$ cat config.mk
export PLATFORM = sky130hd
export DESIGN_NAME = mem_wb_stage
export DESIGN_NICKNAME = d
export VERILOG_FILES = /design/src/rtl/mem_wb_stage.sv
export SDC_FILE = /design/constraint.sdc
export NUM_CORES = 1
export LEC_CHECK = 0
export ABC_CLOCK_PERIOD_IN_PS = 1800
export BUFFER_PORTS_ARGS = -buffer_cell sky130_fd_sc_hd__buf_2
export CORE_ASPECT_RATIO = 1.2
export CORE_MARGIN = 2
export CORE_UTILIZATION = 45
export CTS_BUF_LIST = sky130_fd_sc_hd__clkbuf_8
export CTS_CLUSTER_SIZE = 24
export DETAILED_ROUTE_END_ITERATION = 8
export GPL_ROUTABILITY_DRIVEN = 0
export PLACE_DENSITY = 0.84
export SYNTH_ARGS = -nofsm -noshare
export SYNTH_HDL_FRONTEND = slang
export SYNTH_SLANG_ARGS = --single-unit
$ cat constraint.sdc
create_clock -name clk -period 1.8 [get_ports clk]
set_clock_uncertainty 0.05 [all_clocks]
set_input_delay 0.27 -clock clk [delete_from_list [all_inputs] [get_ports clk]]
set_output_delay 0.27 -clock clk [all_outputs]
set_load 0.03 [all_outputs]
$ cat src/rtl/mem_wb_stage.sv
// mem_wb_stage: MEM/WB pipeline register with load extraction, write-back select and optional retired-instruction counter (RETIRE_CNT_EN)
module mem_wb_stage #(
    parameter int XLEN  = 32,
    parameter int CNT_W = 32
) (
    input  logic             clk,
    input  logic             rst_n,
    input  logic             stall,
    input  logic             flush,
    input  logic             EX_MEM_valid,
    input  logic [4:0]       EX_MEM_rd_addr,
    input  logic             EX_MEM_RegWrite,
    input  logic [1:0]       EX_MEM_MemtoReg,
    input  logic [2:0]       EX_MEM_funct3,
    input  logic [XLEN-1:0]  EX_MEM_alu_result,
    input  logic [XLEN-1:0]  EX_MEM_pc_plus4,
    input  logic [XLEN-1:0]  mem_rdata,
    output logic             MEM_WB_valid,
    output logic [4:0]       MEM_WB_rd_addr,
    output logic             MEM_WB_RegWrite,
    output logic [XLEN-1:0]  MEM_WB_wdata,
    output logic [CNT_W-1:0] retired_count
);
    logic [1:0]      off;
    logic [31:0]     word;
    logic [7:0]      byte_sel;
    logic [15:0]     half_sel;
    logic [XLEN-1:0] load_data;
    logic [XLEN-1:0] wb_data;
    logic            capture;

    assign off     = EX_MEM_alu_result[1:0];
    assign word    = mem_rdata[31:0];
    assign capture = !flush && !stall;

    // byte/half extraction from the aligned word, then the write-back select
    always_comb begin
        byte_sel = word[{off, 3'b000} +: 8];
        half_sel = off[1] ? word[31:16] : word[15:0];
        case (EX_MEM_funct3)
            3'b000:  load_data = {{(XLEN-8){byte_sel[7]}}, byte_sel};
            3'b001:  load_data = {{(XLEN-16){half_sel[15]}}, half_sel};
            3'b100:  load_data = {{(XLEN-8){1'b0}}, byte_sel};
            3'b101:  load_data = {{(XLEN-16){1'b0}}, half_sel};
            default: load_data = mem_rdata;
        endcase
        wb_data = EX_MEM_MemtoReg == 2'b00 ? EX_MEM_alu_result :
                  EX_MEM_MemtoReg == 2'b01 ? load_data :
                  EX_MEM_MemtoReg == 2'b10 ? EX_MEM_pc_plus4 : '0;
    end

    // pipeline register: flush inserts a bubble even while stalled
    always_ff @(posedge clk or negedge rst_n) begin
        if (!rst_n) begin
            MEM_WB_valid    <= 1'b0;
            MEM_WB_rd_addr  <= '0;
            MEM_WB_RegWrite <= 1'b0;
            MEM_WB_wdata    <= '0;
        end else if (flush) begin
            MEM_WB_valid    <= 1'b0;
            MEM_WB_rd_addr  <= '0;
            MEM_WB_RegWrite <= 1'b0;
            MEM_WB_wdata    <= '0;
        end else if (!stall) begin
            MEM_WB_valid    <= EX_MEM_valid;
            MEM_WB_rd_addr  <= EX_MEM_rd_addr;
            MEM_WB_RegWrite <= EX_MEM_valid & EX_MEM_RegWrite;
            MEM_WB_wdata    <= wb_data;
        end
    end

`ifdef RETIRE_CNT_EN
    logic [CNT_W-1:0] cnt;

    // count real instructions entering WB; wraps naturally
    always_ff @(posedge clk or negedge rst_n) begin
        if (!rst_n)
            cnt <= '0;
        else if (capture && EX_MEM_valid)
            cnt <= cnt + CNT_W'(1);
    end

    assign retired_count = cnt;
`else
    assign retired_count = '0;
`endif
endmodule

==> results.md <==
- After clock tree synthesis, the clock-pin slew on the worst setup and hold paths is 0.08 ns.
- Dividing the detail-routed via count by the number of cells gives 5.740.
- STA puts the critical path data required time at about 1.9 ns.
- The startpoint kind of the worst setup timing path is an input pin.
- For this run, the detailed router's first-pass iteration total came to 5.
- In the synthesized netlist the dominant register cell turns out to be dfrtp_1.
- The count of endpoints failing hold in the final timing report is 0.
- Summing every instance area after synthesis gives 3008 um^2.
- The maximum cell stage delay along the critical path is between 0.5 and 0.6 ns.
- Setup violations remaining at the end of the flow were counted as 0.
- The largest vdd supply drop is 0.4109 mV.
- The root buffer cell chosen for the clock tree is clkbuf_8.
- In this run, placement finished with an instance count of 569.
- The critical path's top delay family is compound AO/OA/AOI/OAI gates.
- The clock tree from TritonCTS is done.
- The initial antenna violation count is 0.
- Power spread over the standard cell area amounts to 649.9 nW/um^2.
- The count of final max-slew check failures is 0.
- The synthesized design contains 39 register bits.
- The HPWL after detailed placement is slightly below 8 mm.
- Based on the critical path, the design can be clocked at up to 622.1 MHz.
- Dividing the final minimum period by the clock period gives 89.31%.
- For this run the aggregate overflow at the end of global routing stands at 0.
- The vertical die dimension is 93.56 um.
- Leaving out fill and tap cells, the most frequent cells in the layout are buf_2 (150), mux2i_1 (40), dfrtp_1 (39), nand2_1 (37), conb_1 (32).
- In this run the standard cell core region covers 6446 um^2.
- The area growth from synthesis to layout is 31.49%.
- The worst setup path is of the input pin to flop kind.
- The most frequent standard cell in the layout excluding fill and tap cells is buf_2.
- After detailed routing, the number of remaining DRC violations is 0.
- The per-instance average area after synthesis is 8.899 um^2.
- Prior to clock tree synthesis, the placed netlist has a worst setup slack of -0.2194 ns.
- The worst register-to-register path has a depth of 3.
- The number of library cell types mapped by synthesis is 44.
- In the final routed layout, each cell accounts on average for ~17 um.
- The final critical delay including setup and external delays is 1.608 ns.
- The flow ran to the end, and the final reports show no timing, DRC or antenna violations.
- The fraction of final layout cells sized beyond drive strength 1 is 40.57%.
- The post-layout worst setup margin is 0.1924 ns.
- The cell count along the critical path is 5.
- The number of instances in the synthesized netlist is ~340.
- The worst setup path is captured at a flop.
- The tree built by TritonCTS fans out to 39 sinks.
- The transition time at the pin with the least slew margin is 0.7609 ns.
- The number of buffers inserted during clock tree synthesis is 5.
- Entering global routing, the biggest net connects 26 pins.
- The number of buffers inserted by post-CTS setup repair is 0.
- Yosys printed 0 warnings.
- The buffer levels on the longest clock path is 2.
- The async set-reset flop share out of synthesis is 100.0%.
- The total chip power is 2.570 mW.
- The floorplan step defined a die boundary enclosing 7357 um^2.
- The count of buffers added on input and output ports is 150.
- The startpoint of the most critical setup path is EX_MEM_alu_result[1].
- From left edge to right edge, the die measures between 70 and 80 um.
- The start of the worst register-to-register path is MEM_WB_wdata[7].
- Traced cell by cell, the critical path runs through buf_2 > mux2_2 > a21oi_1 > a311o_2 > o221ai_1.
- The effective utilization at floorplan is 46.66%.
- The number of global-route vias before repair came to 3228.
- The number of antenna diodes in the final layout is 0.
- The number of H-tree levels is 2.
- Max-cap violations in this run came to 0.
- Counting flops with a built-in enable in the synthesized netlist gives 0.
- The total via count in the routed design is between 3000 and 4000.
- The wire length reported by the detailed router is 10.08 mm.
- The critical path arrival is about 1.7 ns.
- In this run the most critical hold path is launched from EX_MEM_rd_addr[2].
- The buffering stage count on the worst path with inverters included is 1.
- The sequential area share after synthesis is 32.45%.
- Global routing used roughly 27% of the available tracks across all layers.
- The total leakage power is 2.086 nW.
- The violation count after the first detailed-routing iteration is 186.
- The hold path depth is 3.
- Row generation in the floorplan step produced 32 rows.
- The relative slew slack is 48.56%.
- Of all nets on the critical path, the largest fanout is 16.
- Setup repair after global routing left no endpoint under its margin.
- The highest-delay cell along the critical path is a311o_2.
- The type of the tightest min-delay check is input pin to flop.
- The clock insertion delay at the later pin of the skew report is 0.30 ns.
- The number of nets in the finished design is 604.
- The number of I/O pins is between 150 and 200.
- The final instance count without filler cells is 578.
- The number of antenna-violating nets in the routed design is 0.
- The first global-routing pass estimated 15.55 mm of wire.
-- cells in the mapped netlist, types with 2 or more instances --
library cell	n	area, um^2
a21o_1	5	37.54
nand3b_1	2	15.01
o22ai_1	27	168.9
a21oi_1	9	45.04
nand2_1	37	138.9
or2_2	2	12.51
dfrtp_1	39	975.9
a31oi_1	5	31.28
buf_4	32	240.2
o221ai_2	10	150.1
o31ai_1	5	37.54
o211ai_1	3	22.52
o221ai_1	18	157.7
nor2_1	16	60.06
or4_1	2	15.01
o21ai_0	11	55.05
clkbuf_1	24	90.09
buf_6	2	22.52
inv_1	5	18.77
or3_1	15	93.84
nand2b_1	3	18.77
nor2b_1	5	31.28
mux2i_1	40	400.4
-- logic make-up (layout without fill, tap and decap cells) --
kind of cell           after synthesis  after routing  share of synthesized area, %
AND/OR/NAND/NOR                     90             90                         14.85
other                                1             32                        0.1247
flip-flops                          39             39                         32.45
AO/OA/AOI/OAI                      102            102                         26.25
buffers and inverters               65            189                         12.65
multiplexers                        41             41                         13.69
-- power breakdown --
| part | switching [mW] | internal (mW) |
|---|---|---|
| registers | 0.0296 | 0.928 |
| clock network | 0.335 | 0.449 |
| logic | 0.525 | 0.304 |
-- worst min-delay path: stages --
cell	delay (ns)
buf_2	0.07
mux2i_1	0.05
nor2_1	0.08
-- state kept, by name, summed over array words and instances, names as in the netlist --
signal	flops
MEM_WB_valid	1
MEM_WB_wdata	32
MEM_WB_rd_addr	5
MEM_WB_RegWrite	1
-- layer usage --
metal  global-route usage, %  part of all wire [%]
met1                   31.26                    38
met2                   46.30                    49
met3                   6.853                   8.9
met4                   13.16                   3.8
met5                       0                     0
-- area by class of cell --
cell class | instances | area (um^2)
clock buffer | 6 | 82.58
clock inverter | 2 | 35.03
fill | 595 | 2491
inverter | 5 | 18.77
multi-input combinational | 265 | 1775
sequential | 39 | 975.9
tap | 85 | 106.4
timing repair buffer | 176 | 960.9
-- per-stage QoR --
step | setup TNS, ns | hold slack, ns | util, % | area (um^2)
2_1_floorplan | 0 | -0.07559 | - | 3124
3_3_place_gp | -0.7397 | 0.2140 | 59.30 | 3822
3_5_place_dp | -2.241 | 0.2111 | 59.30 | 3822
4_1_cts | 0 | 0.1713 | 61.28 | 3950
5_1_grt | 0 | 0.1749 | 61.35 | 3955
6_report | 0 | 0.1681 | 61.35 | 3955
-- worst paths after layout --
check,to,slack [ns]
worst max-delay path,MEM_WB_wdata[21],0.19
worst min-delay path,MEM_WB_rd_addr[2],0.17
worst max register to register,MEM_WB_wdata[7],0.84
worst min register to register,MEM_WB_wdata[22],0.44
max in group asynchronous,MEM_WB_wdata[8],0.79
min in group asynchronous,MEM_WB_wdata[16],0.42
-- timing repair --
action	4_1_cts	5_1_grt
endpoints found under the hold margin	19	0
resized for setup	0	1
hold buffers	1	0
setup endpoints to repair	0	5
Power figures use the tool's default switching activity.
